### config.mk
export PLATFORM = sky130hd
export DESIGN_NAME = sprite_eval_flat
export DESIGN_NICKNAME = d
export VERILOG_FILES = /design/src/rtl/sprite_eval_if.sv /design/src/rtl/sprite_eval.sv /design/src/flat_wrapper.sv
export SDC_FILE = /design/constraint.sdc
export NUM_CORES = 1
export LEC_CHECK = 0
export ABC_AREA = 0
export CORE_AREA = 2 2 86 88
export DETAILED_ROUTE_END_ITERATION = 7
export DIE_AREA = 0 0 88 90
export PLACE_DENSITY_LB_ADDON = 0.05
export SKIP_CTS_REPAIR_TIMING = 1
export SYNTH_ARGS = -nofsm -noshare
export SYNTH_HDL_FRONTEND = slang
export SYNTH_SLANG_ARGS = --single-unit
### constraint.sdc
create_clock -name clk -period 3.2 [get_ports clk]
set_clock_uncertainty 0.2 [all_clocks]
set_input_delay 0.96 -clock clk [delete_from_list [all_inputs] [get_ports clk]]
set_output_delay 0.96 -clock clk [all_outputs]
set_load 0.05 [all_outputs]
### src/rtl/sprite_eval_if.sv
// sprite_eval_if: line-start request, OAM read port, view RAM write port and
// status flags of the per-scanline sprite evaluator.
// Optional feature macro: SPRITE_EVAL_DBUF_EN (double-buffered view RAM; adds
// the bank address bit to viewWrAddr and the viewRdBank output).
interface sprite_eval_if #(
  parameter int SPRITE_NUM_MAX = 8,
  parameter int OAM_NUM        = 64
);
  localparam int AW = $clog2(OAM_NUM);
  localparam int SW = $clog2(SPRITE_NUM_MAX);
  localparam int CW = SW + 1;
`ifdef SPRITE_EVAL_DBUF_EN
  localparam int WAW = SW + 1;
`else
  localparam int WAW = SW;
`endif

  // Line request
  logic           lineStart;
  logic [7:0]     gameLineY;
  // OAM read port (data returns one cycle after the strobe)
  logic [AW-1:0]  oamAddr;
  logic           oamRdEn;
  logic [31:0]    oamDataI;
  // View RAM write port
  logic           viewWrEn;
  logic [WAW-1:0] viewWrAddr;
  logic [31:0]    viewWrData;
  // Status
  logic [CW-1:0]  viewCount;
  logic           spriteOverflow;
  logic           busy;
  logic           done;
`ifdef SPRITE_EVAL_DBUF_EN
  logic           viewRdBank;

  modport master (
    input  lineStart, gameLineY, oamDataI,
    output oamAddr, oamRdEn, viewWrEn, viewWrAddr, viewWrData,
           viewCount, spriteOverflow, busy, done, viewRdBank
  );
  modport slave (
    output lineStart, gameLineY, oamDataI,
    input  oamAddr, oamRdEn, viewWrEn, viewWrAddr, viewWrData,
           viewCount, spriteOverflow, busy, done, viewRdBank
  );
`else
  modport master (
    input  lineStart, gameLineY, oamDataI,
    output oamAddr, oamRdEn, viewWrEn, viewWrAddr, viewWrData,
           viewCount, spriteOverflow, busy, done
  );
  modport slave (
    output lineStart, gameLineY, oamDataI,
    input  oamAddr, oamRdEn, viewWrEn, viewWrAddr, viewWrData,
           viewCount, spriteOverflow, busy, done
  );
`endif
endinterface

### src/rtl/sprite_eval.sv
// sprite_eval: per-scanline sprite evaluator. On an accepted lineStart it
// reads every OAM entry, copies the first SPRITE_NUM_MAX whose 8-line extent
// covers the requested line into the view RAM, pads the remaining slots with
// hidden entries (posY = 240) and flags overflow.
// Optional feature macro: SPRITE_EVAL_DBUF_EN (two view RAM banks; writes go
// to the bank not being read, viewRdBank flips the cycle after done).
module sprite_eval #(
  parameter int SPRITE_NUM_MAX = 8,
  parameter int OAM_NUM        = 64,
  parameter int TILE_H         = 8
) (
  input  logic           clk,
  input  logic           rstn,
  sprite_eval_if.master  bus
);
  localparam int AW  = $clog2(OAM_NUM);
  localparam int SW  = $clog2(SPRITE_NUM_MAX);
  localparam int CW  = SW + 1;
`ifdef SPRITE_EVAL_DBUF_EN
  localparam int WAW = SW + 1;
`else
  localparam int WAW = SW;
`endif

  localparam logic [AW-1:0] ADDR_LAST = AW'(OAM_NUM - 1);
  localparam logic [CW-1:0] NUM_MAX_C = CW'(SPRITE_NUM_MAX);
  localparam logic [7:0]    TILE_H_C  = 8'(TILE_H);
  localparam logic [31:0]   HIDDEN    = 32'h00F0_0000;

  typedef enum logic [1:0] {ST_IDLE, ST_SCAN, ST_FILL, ST_DONE} state_e;

  state_e          state_q;
  logic [7:0]      line_y_q;
  logic [AW-1:0]   addr_q;
  logic            rd_en_q;
  logic            rd_vld_q;   // oamDataI carries an entry this cycle
  logic [CW-1:0]   count_q;    // hits written so far
  logic [CW-1:0]   slot_q;     // next view slot to write
  logic            wr_en_q;
  logic [WAW-1:0]  wr_addr_q;
  logic [31:0]     wr_data_q;
  logic [CW-1:0]   view_count_q;
  logic            ovf_q;
  logic            busy_q;
  logic            done_q;
  logic            bank_q;

  logic [8:0]      diff;
  logic            hit;
  logic [WAW-1:0]  wr_addr_d;

  // Vertical hit test on the returning OAM entry; the 9-bit difference makes
  // sprites below the line (posY > lineY) borrow instead of wrapping.
  // NOTE: combinational blocks assign every output on every path, otherwise a
  // latch is inferred.
  always_comb begin
    diff = {1'b0, line_y_q} - {1'b0, bus.oamDataI[23:16]};
    hit  = (diff[8] == 1'b0) && (diff[7:0] < TILE_H_C);
  end

  // View RAM address for the next write: slot, plus the back bank when
  // double-buffered.
  always_comb begin
`ifdef SPRITE_EVAL_DBUF_EN
    wr_addr_d = {~bank_q, slot_q[SW-1:0]};
`else
    wr_addr_d = slot_q[SW-1:0];
`endif
  end

  // Evaluation FSM with registered outputs: IDLE -> SCAN -> FILL -> DONE.
  // NOTE: state registers use non-blocking assignments so every register
  // samples pre-edge values regardless of statement order.
  always_ff @(posedge clk or negedge rstn) begin
    if (!rstn) begin
      state_q      <= ST_IDLE;
      line_y_q     <= '0;
      addr_q       <= '0;
      rd_en_q      <= 1'b0;
      rd_vld_q     <= 1'b0;
      count_q      <= '0;
      slot_q       <= '0;
      wr_en_q      <= 1'b0;
      wr_addr_q    <= '0;
      wr_data_q    <= '0;
      view_count_q <= '0;
      ovf_q        <= 1'b0;
      busy_q       <= 1'b0;
      done_q       <= 1'b0;
      bank_q       <= 1'b0;
    end else begin
      wr_en_q <= 1'b0;
      done_q  <= 1'b0;
      case (state_q)
        ST_IDLE: begin
          if (bus.lineStart) begin
            line_y_q <= bus.gameLineY;
            addr_q   <= '0;
            rd_en_q  <= 1'b1;
            rd_vld_q <= 1'b0;
            count_q  <= '0;
            slot_q   <= '0;
            ovf_q    <= 1'b0;
            busy_q   <= 1'b1;
            state_q  <= ST_SCAN;
          end
        end
        ST_SCAN: begin
          // Address issue runs one cycle ahead of the returning data.
          if (rd_en_q) begin
            if (addr_q == ADDR_LAST) rd_en_q <= 1'b0;
            else                     addr_q  <= addr_q + AW'(1);
          end
          rd_vld_q <= rd_en_q;
          if (rd_vld_q && hit) begin
            if (count_q < NUM_MAX_C) begin
              wr_en_q   <= 1'b1;
              wr_addr_q <= wr_addr_d;
              wr_data_q <= bus.oamDataI;
              count_q   <= count_q + CW'(1);
              slot_q    <= slot_q + CW'(1);
            end else begin
              ovf_q <= 1'b1;
            end
          end
          // Last entry is being consumed once the issue side has stopped.
          if (rd_vld_q && !rd_en_q) state_q <= ST_FILL;
        end
        ST_FILL: begin
          if (slot_q < NUM_MAX_C) begin
            wr_en_q   <= 1'b1;
            wr_addr_q <= wr_addr_d;
            wr_data_q <= HIDDEN;
            slot_q    <= slot_q + CW'(1);
          end else begin
            done_q       <= 1'b1;
            view_count_q <= count_q;
            state_q      <= ST_DONE;
          end
        end
        ST_DONE: begin
          busy_q  <= 1'b0;
`ifdef SPRITE_EVAL_DBUF_EN
          bank_q  <= ~bank_q;
`endif
          state_q <= ST_IDLE;
        end
        default: state_q <= ST_IDLE;
      endcase
    end
  end

  assign bus.oamAddr        = addr_q;
  assign bus.oamRdEn        = rd_en_q;
  assign bus.viewWrEn       = wr_en_q;
  assign bus.viewWrAddr     = wr_addr_q;
  assign bus.viewWrData     = wr_data_q;
  assign bus.viewCount      = view_count_q;
  assign bus.spriteOverflow = ovf_q;
  assign bus.busy           = busy_q;
  assign bus.done           = done_q;
`ifdef SPRITE_EVAL_DBUF_EN
  assign bus.viewRdBank     = bank_q;
`endif

endmodule

### src/flat_wrapper.sv
// flat-port wrapper written by rule: the top's interface ports become plain ports
module sprite_eval_flat 
#(
  parameter int SPRITE_NUM_MAX = 8,
  parameter int OAM_NUM        = 64,
  parameter int TILE_H         = 8
)
  (clk, rstn, bus_lineStart, bus_gameLineY, bus_oamDataI, bus_oamAddr, bus_oamRdEn, bus_viewWrEn, bus_viewWrAddr, bus_viewWrData, bus_viewCount, bus_spriteOverflow, bus_busy, bus_done);
  sprite_eval_if #(.SPRITE_NUM_MAX(SPRITE_NUM_MAX), .OAM_NUM(OAM_NUM)) bus_i ();
  input  logic clk;
  input  logic rstn;
  input wire logic [$bits(bus_i.lineStart)-1:0] bus_lineStart;
  input wire logic [$bits(bus_i.gameLineY)-1:0] bus_gameLineY;
  input wire logic [$bits(bus_i.oamDataI)-1:0] bus_oamDataI;
  output wire logic [$bits(bus_i.oamAddr)-1:0] bus_oamAddr;
  output wire logic [$bits(bus_i.oamRdEn)-1:0] bus_oamRdEn;
  output wire logic [$bits(bus_i.viewWrEn)-1:0] bus_viewWrEn;
  output wire logic [$bits(bus_i.viewWrAddr)-1:0] bus_viewWrAddr;
  output wire logic [$bits(bus_i.viewWrData)-1:0] bus_viewWrData;
  output wire logic [$bits(bus_i.viewCount)-1:0] bus_viewCount;
  output wire logic [$bits(bus_i.spriteOverflow)-1:0] bus_spriteOverflow;
  output wire logic [$bits(bus_i.busy)-1:0] bus_busy;
  output wire logic [$bits(bus_i.done)-1:0] bus_done;
  assign bus_i.lineStart = bus_lineStart;
  assign bus_i.gameLineY = bus_gameLineY;
  assign bus_i.oamDataI = bus_oamDataI;
  assign bus_oamAddr = bus_i.oamAddr;
  assign bus_oamRdEn = bus_i.oamRdEn;
  assign bus_viewWrEn = bus_i.viewWrEn;
  assign bus_viewWrAddr = bus_i.viewWrAddr;
  assign bus_viewWrData = bus_i.viewWrData;
  assign bus_viewCount = bus_i.viewCount;
  assign bus_spriteOverflow = bus_i.spriteOverflow;
  assign bus_busy = bus_i.busy;
  assign bus_done = bus_i.done;
  sprite_eval #(.SPRITE_NUM_MAX(SPRITE_NUM_MAX), .OAM_NUM(OAM_NUM), .TILE_H(TILE_H)) u_core (.clk(clk), .rstn(rstn), .bus(bus_i));
endmodule
==> impl_summary.md <==
Clock tree
The cell at the root of the clock tree is sky130_fd_sc_hd__clkbuf_8. Clock latency on the worst-skew pair, taken at its later pin, is 0.33 ns. The CTS tree is done. In this run the deepest clock path goes through 2 buffers. Counting the buffers created by CTS gives 9.

The deepest level of the CTS H-tree is 3. The clock net in this run drives a total of 69 sinks. The clock transition at the register clock pins on the worst setup and hold paths after CTS is 0.07 ns.

Global routing
The first global-routing pass estimated 12900 um of wire. The via count of the first global-routing pass was 2711. The number of antenna violations at the first check in global routing is 0. The largest net degree at the start of global routing is 70. The global-route congestion overflow total is 0. For this run, the total global-route usage over all layers was measured as 20.5%.

Layout
In the layout the commonest cells are sky130_fd_sc_hd__clkdlybuf4s50_1, sky130_fd_sc_hd__dfrtp_1, sky130_fd_sc_hd__a22o_1. Cells with a size suffix above 1 make up 22.6% of the layout. The net count reported at finish is 459. The number of filler instances in the final layout is 542. The area overhead of the layout relative to synthesis is 49.7%. 0 antenna diodes ended up in the layout. The most common cell after layout, fill and taps aside is sky130_fd_sc_hd__clkdlybuf4s50_1.

Synthesis
The post-synthesis share of cell area spent on xor and xnor gates is 1.36%. In this run the cell area of the synthesized design comes to 0.00321 mm^2. The cell count after synthesis came out at 274. The register area share after synthesis is 53.8%.

The number of unique standard cell types used by synthesis is 43. After Yosys synthesis, full adders, half adders and majority gates account for 5.46% of the synthesized area. The predominant post-synthesis flop cell is sky130_fd_sc_hd__dfrtp_1. By area, the combinational part of the netlist is dominated by compound AO/OA/AOI/OAI gates. Summing the areas of all compound-gate instances in the mapped netlist gives 18.8% of the synthesized area. Counting every net in the synthesized netlist gives 331.

The share of synthesized registers carrying an async set or reset is 100%. The post-synthesis register bit count is 69. The fraction of the mapped netlist area in simple logic gates is 8.96%. After synthesis, the share of cell area in mux cells is 6.24%. The number of enable flip-flop cells after synthesis is 0.

The count of synthesis-stage warnings from yosys is 0. The mean instance size in the synthesized netlist is 11.7 um^2.

STA
Setup violations remaining at the end of the flow were counted as 39. The final hold violation count is 0. Setup repair after global routing could not meet its margin everywhere.

In the finished design, the share of the clock period the worst path needs comes to 105%. For the pin with the worst max-slew slack, the measured transition is 0.520 ns. The post-route minimum period is 3.35 ns. The headroom to the max-slew limit is 65.0%. Static timing analysis puts the maximum clock frequency at 0.299 GHz. On the final layout, the worst hold slack is 0.300 ns. The number of pins exceeding their max-slew limit in the final report is 0.

In the post-route analysis, the smallest setup slack over all paths is -0.148 ns.

Worst setup path
Among the stages of the critical path, the cell type that occurs most often is sky130_fd_sc_hd__buf_6. STA classifies the critical path endpoint as a flop. The worst register-to-register path has a depth of 11.

The sum of buffers and inverters on the critical path is 5. At the worst endpoint, the arrival time is 3.42 ns. Walking the worst path, the cells encountered are buf_6 > inv_4 > ha_4 > a21o_1 > a31o_1 > or3_1 > a221oi_2 > nand4b_1 > buf_6 > a211oi_4 > buf_6 > buf_6 > a22o_1.

Data on the critical path is required at its endpoint by 3.27 ns. The worst setup path category is primary input to flop. The launch point of the worst reg-to-reg path is u_core.line_y_q[2]. The worst setup slack for register-to-register paths is 0.16 ns. The worst setup path is launched from a primary input.

The launch point of the critical path is bus_oamDataI[18]. In this run the number of cells on the critical path is 13. The end of the worst register-to-register path is u_core.bus.viewWrData[7].

In this design, the stage delay of the slowest critical-path cell is 0.37 ns. The highest-delay cell along the critical path is sky130_fd_sc_hd__or3_1. Of all nets on the critical path, the largest fanout is 9. In this run the worst setup path terminates at u_core.bus.viewWrData[7]. The cell family contributing the most delay on the critical path is compound AO/OA/AOI/OAI gates.

Power and ir drop
The total power consumption of the routed design is 5540 uW. The static power due to leakage is 0.00224 uW. The power density of the placed cells is 1150 mW/mm^2.

The worst ir drop on vdd is 718 uV.

Drt
For this block, the via count after detailed routing is 2635. The first-iteration detailed-routing DRC count is 105. The first detailed-routing pass ran for 5 iterations. The number of antenna-violating nets in the routed design is 0.

The met3 layer wire length in the routed design is 481 um. Summed over all nets, wire length on met2 after detailed routing comes to 3680 um. The remaining routing DRC violations is 0. In the final routed layout, each cell accounts on average for 15.5 um. The uppermost metal layer occupied by signal nets is met4. In the final routing, the length of wire on met1 measures 3480 um. The final wirelength is 7820 um.

The average via count per standard cell is 5.21.

Placed design
Detailed placement finished with a half-perimeter wire length of 5350 um. The congestion estimate from routability-driven global placement came to 0.810. The count of input and output buffers is 92.

Floorplan
The die boundary height is 90 um. The die covers 0.00792 mm^2. 93 I/O pins were placed.

The floorplan die width is 88 um. The placement row count is 31. The initial cell density of the core is 45.7%.

After floorplanning, the core was sized to cover 0.00702 mm^2.

Run
The tool flagged a number of max-cap violations equal to 0.

Min path
In this run the worst hold path is classified as flop to flop.

Outcome
The checks that failed: negative setup slack. The flow ran to the end, but the final reports show violations.
## worst min path at each step
| stage | slack, ns | cells after the start | endpoint | from |
|---|---|---|---|---|
| finish | 0.30 | 1 | u_core.bus.viewWrData[27] | u_core.bus.viewWrData[27] |
| global route | 0.32 | 1 | u_core.bus.viewWrData[15] | u_core.bus.viewWrData[15] |
| CTS | 0.30 | 1 | u_core.bus.viewWrData[13] | u_core.bus.viewWrData[13] |
| detailed placement | 0.28 | 1 | u_core.bus.viewWrData[12] | u_core.bus.viewWrData[12] |
| global placement | 0.28 | 1 | u_core.line_y_q[0] | u_core.line_y_q[0] |
| floorplan | 0.27 | 1 | u_core.line_y_q[0] | u_core.line_y_q[0] |
## report_power, final
group / internal, uW / total [uW] / switching (uW) / leakage (uW)
sequential: 1210 / 1430 / 217 / 0.000872
clock: 317 / 628 / 312 / 0.0000986
combinational: 1540 / 3480 / 1940 / 0.00127
## per-stage QoR
step                util [%]  std cells  setup slack, ns  TNS, ns  instance area (um^2)
floorplan                  -        274           -0.287   -10.46                  3250
detailed placement      62.9        482            -1.06   -43.06                  4420
finish                  68.5        506           -0.148    -3.98                  4810
global route            68.5        506           -0.265    -8.61                  4810
global placement        62.9        482           -0.967   -39.87                  4420
CTS                     65.5        498           -0.720   -27.61                  4600
## layout make-up
cell class	instances	area, um^2	share of cell area [%]
tap	99	124	2.58
clock buffer	11	151	3.15
multi-input combinational	175	1430	29.7
clock inverter	5	25.0	0.521
inverter	19	86.3	1.80
sequential	69	1730	35.9
timing repair buffer	128	1260	26.3
## synth_stat cells, types with 2 or more instances
| library cell | count | area [um^2] |
|---|---|---|
| sky130_fd_sc_hd__inv_1 | 19 | 71.3 |
| sky130_fd_sc_hd__nand2_1 | 19 | 71.3 |
| sky130_fd_sc_hd__a22o_1 | 29 | 254 |
| sky130_fd_sc_hd__ha_1 | 14 | 175 |
| sky130_fd_sc_hd__or3_1 | 3 | 18.8 |
| sky130_fd_sc_hd__a211o_1 | 3 | 26.3 |
| sky130_fd_sc_hd__nand4b_1 | 2 | 17.5 |
| sky130_fd_sc_hd__a22oi_1 | 4 | 30.0 |
| sky130_fd_sc_hd__nor3_1 | 3 | 15.0 |
| sky130_fd_sc_hd__o21a_1 | 2 | 15.0 |
| sky130_fd_sc_hd__clkbuf_1 | 2 | 7.51 |
| sky130_fd_sc_hd__xnor2_1 | 2 | 17.5 |
| sky130_fd_sc_hd__a21o_1 | 4 | 30.0 |
| sky130_fd_sc_hd__a2111oi_0 | 3 | 26.3 |
| sky130_fd_sc_hd__a41oi_1 | 2 | 17.5 |
| sky130_fd_sc_hd__mux2i_1 | 2 | 20.0 |
| sky130_fd_sc_hd__xor2_1 | 3 | 26.3 |
| sky130_fd_sc_hd__dfrtp_1 | 69 | 1730 |
| sky130_fd_sc_hd__mux2_1 | 3 | 33.8 |
| sky130_fd_sc_hd__buf_6 | 8 | 90.1 |
| sky130_fd_sc_hd__mux2_2 | 13 | 146 |
| sky130_fd_sc_hd__nor2b_1 | 2 | 12.5 |
| sky130_fd_sc_hd__a21oi_1 | 5 | 25.0 |
| sky130_fd_sc_hd__nand3_1 | 10 | 50.1 |
| sky130_fd_sc_hd__a31oi_1 | 2 | 12.5 |
| sky130_fd_sc_hd__o211ai_1 | 2 | 15.0 |
| sky130_fd_sc_hd__nor2_1 | 17 | 63.8 |
| sky130_fd_sc_hd__o21ai_0 | 11 | 55.1 |
| sky130_fd_sc_hd__nand2b_1 | 2 | 12.5 |
## logic make-up after synthesis
group           count (synthesis)
fa+ha+maj                      14
simple gates                   62
flops                          69
xor+xnor                        5
buf+inv                        30
compound gates                 76
mux                            18
## routing by layer
layer,GRT usage [%],vias up
met5,0,-
met4,7.82,0
met3,4.32,15
met2,31.9,89
met1,27.9,1281
li1,-,1250
## state kept, by name (all words and copies together) (netlist names), 2 cells and up
name,cells
u_core.line_y_q,8
u_core.bus.viewWrData,32
u_core.count_q,4
u_core.bus.viewWrAddr,3
u_core.bus.oamAddr,6
u_core.bus.viewCount,4
u_core.slot_q,4
u_core.state_q,2
(Power assumes the default switching activity.)
